$ cat src/rtl/rocc_accel_responder.sv
// RoCC accelerator endpoint: one command in, one response out.
// Single-cycle ALU/accumulator ops plus an iterative shift-add multiplier.
module rocc_accel_responder #(
  parameter int XLEN = 64
) (
  input  logic            clk_i,
  input  logic            rst_i,
  input  logic            cmd_valid_i,
  output logic            cmd_ready_o,
  input  logic [XLEN-1:0] cmd_rs1_i,
  input  logic [XLEN-1:0] cmd_rs2_i,
  input  logic [6:0]      cmd_instr_i,
  output logic            resp_valid_o,
  output logic [XLEN-1:0] resp_data_o,
  input  logic            resp_ready_i,
  output logic            busy_o,
  output logic            illegal_o
);

  localparam int CW = $clog2(XLEN + 1);

  localparam logic [6:0] F_ADD   = 7'h00;
  localparam logic [6:0] F_LOAD  = 7'h01;
  localparam logic [6:0] F_AADD  = 7'h02;
  localparam logic [6:0] F_MUL   = 7'h03;
  localparam logic [6:0] F_MAC   = 7'h04;
  localparam logic [6:0] F_READ  = 7'h05;

  typedef enum logic [1:0] {
    S_IDLE,
    S_BUSY,
    S_RESP
  } state_e;

  state_e          state_q, state_d;
  logic [XLEN-1:0] rs1_q, rs1_d;
  logic [XLEN-1:0] rs2_q, rs2_d;
  logic [6:0]      funct_q, funct_d;
  logic [XLEN-1:0] prod_q, prod_d;
  logic [CW-1:0]   cnt_q, cnt_d;
  logic [XLEN-1:0] acc_q, acc_d;
  logic [XLEN-1:0] resp_q, resp_d;
  logic            ill_q, ill_d;
  logic [XLEN-1:0] step_prod;

  assign cmd_ready_o  = (state_q == S_IDLE);
  assign busy_o       = (state_q != S_IDLE);
  assign resp_valid_o = (state_q == S_RESP);
  assign resp_data_o  = resp_q;
  assign illegal_o    = ill_q;

  assign step_prod = prod_q + (rs2_q[0] ? rs1_q : '0);

  always_comb begin
    state_d = state_q;
    rs1_d   = rs1_q;
    rs2_d   = rs2_q;
    funct_d = funct_q;
    prod_d  = prod_q;
    cnt_d   = cnt_q;
    acc_d   = acc_q;
    resp_d  = resp_q;
    ill_d   = ill_q;
    unique case (state_q)
      S_IDLE: begin
        if (cmd_valid_i) begin
          rs1_d   = cmd_rs1_i;
          rs2_d   = cmd_rs2_i;
          funct_d = cmd_instr_i;
          state_d = S_RESP;
          unique case (1'b1)
            (cmd_instr_i == F_ADD): resp_d = cmd_rs1_i + cmd_rs2_i;
            (cmd_instr_i == F_LOAD): begin
              acc_d  = cmd_rs1_i;
              resp_d = acc_q;
            end
            (cmd_instr_i == F_AADD): begin
              acc_d  = acc_q + cmd_rs1_i;
              resp_d = acc_q + cmd_rs1_i;
            end
            (cmd_instr_i == F_MUL),
            (cmd_instr_i == F_MAC): begin
              state_d = S_BUSY;
              prod_d  = '0;
              cnt_d   = CW'(XLEN);
            end
            (cmd_instr_i == F_READ): resp_d = acc_q;
            default: begin
              resp_d = '0;
              ill_d  = 1'b1;
            end
          endcase
        end
      end
      S_BUSY: begin
        prod_d = step_prod;
        rs1_d  = rs1_q << 1;
        rs2_d  = rs2_q >> 1;
        cnt_d  = cnt_q - CW'(1);
        // Last multiplier bit: result is final this cycle
        if (cnt_q == CW'(1)) begin
          state_d = S_RESP;
          if (funct_q == F_MAC) begin
            acc_d  = acc_q + step_prod;
            resp_d = acc_q + step_prod;
          end else begin
            resp_d = step_prod;
          end
        end
      end
      S_RESP: begin
        if (resp_ready_i) state_d = S_IDLE;
      end
      default: state_d = S_IDLE;
    endcase
  end

  always_ff @(posedge clk_i) begin
    if (rst_i) begin
      state_q <= S_IDLE;
      rs1_q   <= '0;
      rs2_q   <= '0;
      funct_q <= '0;
      prod_q  <= '0;
      cnt_q   <= '0;
      acc_q   <= '0;
      resp_q  <= '0;
      ill_q   <= 1'b0;
    end else begin
      state_q <= state_d;
      rs1_q   <= rs1_d;
      rs2_q   <= rs2_d;
      funct_q <= funct_d;
      prod_q  <= prod_d;
      cnt_q   <= cnt_d;
      acc_q   <= acc_d;
      resp_q  <= resp_d;
      ill_q   <= ill_d;
    end
  end

endmodule

$ cat config.mk
export PLATFORM = sky130hd
export DESIGN_NAME = rocc_accel_responder
export DESIGN_NICKNAME = d
export VERILOG_FILES = /design/src/rtl/rocc_accel_responder.sv
export SDC_FILE = /design/constraint.sdc
export NUM_CORES = 2
export LEC_CHECK = 0
export ABC_AREA = 1
export BUFFER_PORTS_ARGS = -buffer_cell sky130_fd_sc_hd__buf_2
export CORE_MARGIN = 1.5
export CORE_UTILIZATION = 35
export DETAILED_ROUTE_END_ITERATION = 7
export GPL_TIMING_DRIVEN = 0
export PLACE_DENSITY = 0.5
export RECOVER_POWER = 100
export SETUP_SLACK_MARGIN = 0.4
export SLEW_MARGIN = 25
export SYNTH_ARGS = -nofsm -noshare
export SYNTH_HDL_FRONTEND = slang
export SYNTH_SLANG_ARGS = --single-unit
$ cat constraint.sdc
create_clock -name clk_i -period 10.2 [get_ports clk_i]
set_input_delay 0.51 -clock clk_i [delete_from_list [all_inputs] [get_ports clk_i]]
set_output_delay 0.51 -clock clk_i [all_outputs]
set_load 0.05 [all_outputs]
==> reports/qor.csv <==
stage,metric,value,unit
outcome,outcome,finished with violations,
outcome,failing checks,"design-rule violations, max-capacitance violations, max-slew violations",
yosys,Gate Count Post-Synth,6265,
die,# IOs,207,
power,Final Total Pwr,4.83,mW
yosys,cell accounting for the most synthesized area,dfxtp_1,
layout,FF/Latch Area,6750,um^2
sta,relative slew slack,-0.121,
yosys,Mapped Area,35400,um^2
layout,Final #Nets,6926,
yosys,mean area per synthesized cell,5.65,um^2
placed_design,GPL Wtd Cong,1.07,
sta,Pins Over Slew Limit,22,
sta,clock skew,0.0422,ns
clock_network,hold_buf cts,0,
clock_network,post-cts sizing count,0,
global_routing,vias in the first global route,40800,
run,MaxCap Viol Count,3,
yosys,"EDFF count, synth",0,
yosys,top post-synthesis cells by count,"1709 x nand2_1, 781 x inv_1, 771 x nor2_1",
placed_design,Placed Cells,7771,
sta,Worst Tran Pin Value,1.68,ns
die,die area,103000,um^2
global_routing,GRT Total Usage,0.423,
placed_design,dpl ws,3.63,ns
die,Core Area,100000,um^2
yosys,Syn Nets,6670,
yosys,Synth cell types,57,
layout,fill cell count,11700,
layout,final non-filler cell total,7857,
yosys,"count leader, synth",nand2_1,
clock_network,CTS H-tree lvls,2,
route,Antenna Nets Post-Route,0,
layout,multi-input combinational cell area,24800,um^2
layout,final instance area,39600,um^2
sta,Final Hold Viols,0,
power,pwr dens,122,nW/um^2
yosys,Yosys warnings,0,
route,vias,46000,
sta,RSZ-0062 raised after global routing,no,
sta,fmax,132,MHz
route,post-DR vias/cell,5.85,
sta,period utilization,0.741,
global_routing,initial antenna violation count,10,
power,static leakage,17.7,nW
yosys,area share of the largest cell type after synthesis,0.191,
die,initial core utilization,0.353,
die,Die Span X,321,um
clock_network,Longest Clk Path Bufs,3,
clock_network,CTS buffer count,46,
die,die height,321,um
clock_network,"Reg clk slew, reported paths",0.06,ns
route,drt first pass iters,8,
worst_setup_path,critical path class,reg2reg,
yosys,post-synthesis sequential area ratio,0.191,
power,VDD IR-drop max,0.000171,V
clock_network,TritonCTS clock tree,yes,
worst_setup_path,crit path max fanout,10,
clock_network,Root Driver,clkbuf_16,
placed_design,dpl hpwl,193,mm
sta,Hold Slack,0.0993,ns
layout,share of cells above drive strength 1,0.0456,
yosys,main flop type after synthesis,dfxtp_1,
placed_design,number of port buffers,205,
global_routing,GR Overflow Total,0,
placed_design,Post-DP Area,38100,um^2
global_routing,largest net degree at the start of global routing,14,
die,row count,116,
sta,final setup violation count,0,
clock_network,clock latency on the worst-skew pair,0.68,ns
worst_setup_path,CP arrival,8.13,ns
min_path,worst hold path type,in2reg,
route,Detailed Route WL,226,mm
worst_setup_path,Critical Path Start Type,flop,
clock_network,post-CTS setup buffer count,0,
sta,Setup TNS,0,ns
yosys,Synth Register Bits,337,
worst_setup_path,Setup crit end kind,flop,
yosys,"FFs w/ async S/R, synth",0,
worst_setup_path,"Req. time, crit path",10.77,ns
layout,Final Util,0.395,
global_routing,global-route wire length before repair,306,mm
yosys,top post-synthesis cells by area,"dfxtp_1 19%, nand2_1 18%, ha_1 9.3%, a21oi_1 8.9%, inv_1 8.3%",
sta,Tmin final,7.56,ns
sta,Final WS setup,2.64,ns
clock_network,clk sinks,337,
layout,synthesis-to-finish area growth,11.9,%
route,DR iter-0 viols,6343,
route,wire per inst,28.8,um
route,final routed DRC violation total,7,
-- registers in the layout (all words and copies together) (netlist names) --
| register | flops |
|---|---|
| acc_q | 64 |
| rs1_q | 64 |
| illegal_o | 1 |
| state_q | 2 |
| resp_data_o | 64 |
| cnt_q | 7 |
| prod_q | 64 |
| funct_q | 7 |
| rs2_q | 64 |
-- power by group --
group / internal (mW) / switching, mW / total, mW / leakage [nW]
Combinational: 0.385 / 1.12 / 1.51 / 14.2
Sequential: 1.42 / 0.120 / 1.54 / 2.76
Clock: 1.03 / 0.758 / 1.79 / 0.780
Total: 2.83 / 2.00 / 4.83 / 17.7
-- placed cells by master, fill, tap and decap left out, drive strengths merged, types with 6 or more instances in the layout --
master / synthesis / final
nand2: 1710 / 1710
inv: 789 / 793
nor2: 775 / 775
a21oi: 629 / 629
o21ai: 491 / 491
nand3: 472 / 472
dfxtp: 337 / 337
clkbuf: 154 / 289
ha: 262 / 262
buf: 46 / 181
a31oi: 142 / 142
nor3: 51 / 51
nand4: 49 / 49
o211ai: 45 / 45
o21bai: 40 / 40
xor2: 35 / 35
nand3b: 34 / 34
or2: 34 / 34
xnor2: 26 / 26
o21a: 23 / 23
a21o: 22 / 22
a22oi: 18 / 18
nor4: 16 / 16
a221oi: 13 / 13
clkinv: 4 / 12
a21boi: 11 / 11
and2: 7 / 7
diode: 0 / 6
-- routing by layer --
metal / track usage / share of wire / vias to the layer above / wire length (um)
met4: 0.201 / 0.056 / 2 / 12600
met5: 0 / 0.000058 / - / 13
met2: 0.594 / 0.39 / 2573 / 88100
met3: 0.116 / 0.12 / 437 / 26200
li1: - / - / 21200 / -
met1: 0.590 / 0.44 / 21700 / 99100
-- critical path, stage by stage (launching register included) --
cell	delay (ns)
dfxtp_1	0.75
clkbuf_1	0.97
clkbuf_1	0.39
nand2_1	0.10
inv_1	0.09
ha_1	0.20
nand2_1	0.13
nor2_1	0.17
inv_1	0.10
o21ai_0	0.16
nor2_1	0.13
o21ai_0	1.02
xor2_1	0.20
inv_1	0.16
ha_1	0.41
a21oi_1	0.12
o21ai_0	0.38
a21oi_1	0.17
o21ai_0	0.63
a21oi_1	0.19
nand3_1	0.15
nand3_1	0.09
nand3_1	0.25
nand3_1	0.30
nand2_1	0.15
inv_1	0.04
-- cell type report --
type                            count  share of cell area
Timing Repair Buffer              208              0.0248
Buffer                            200              0.0206
Antenna cell                        6            0.000379
Sequential cell                   337               0.170
Clock inverter                     18             0.00673
Multi-Input combinational cell   4935               0.628
Clock buffer                       62              0.0331
Tap cell                         1298              0.0410
Inverter                          793              0.0752
-- final timing paths --
path | cells past startpoint | start | endpoint | slack [ns]
worst max-delay path | 25 | rs2_q[0] | resp_data_o[40] | 2.64
worst min register to register | 2 | prod_q[16] | prod_q[16] | 0.47
worst max register to register | 25 | rs2_q[0] | resp_data_o[40] | 2.64
worst min-delay path | 3 | cmd_instr_i[5] | funct_q[5] | 0.1
-- cell families (layout without fill, tap and decap cells) --
family          count (synthesis)  count (layout)  share of synthesized area
compound gates               1458            1458                      0.227
xor+xnor                       61              61                     0.0151
fa+ha+maj                     266             266                     0.0949
buf+inv                       993            1281                      0.107
flops                         337             337                      0.191
other cells                     0               6                          0
simple gates                 3150            3150                      0.366
(Power assumes the default switching activity.)
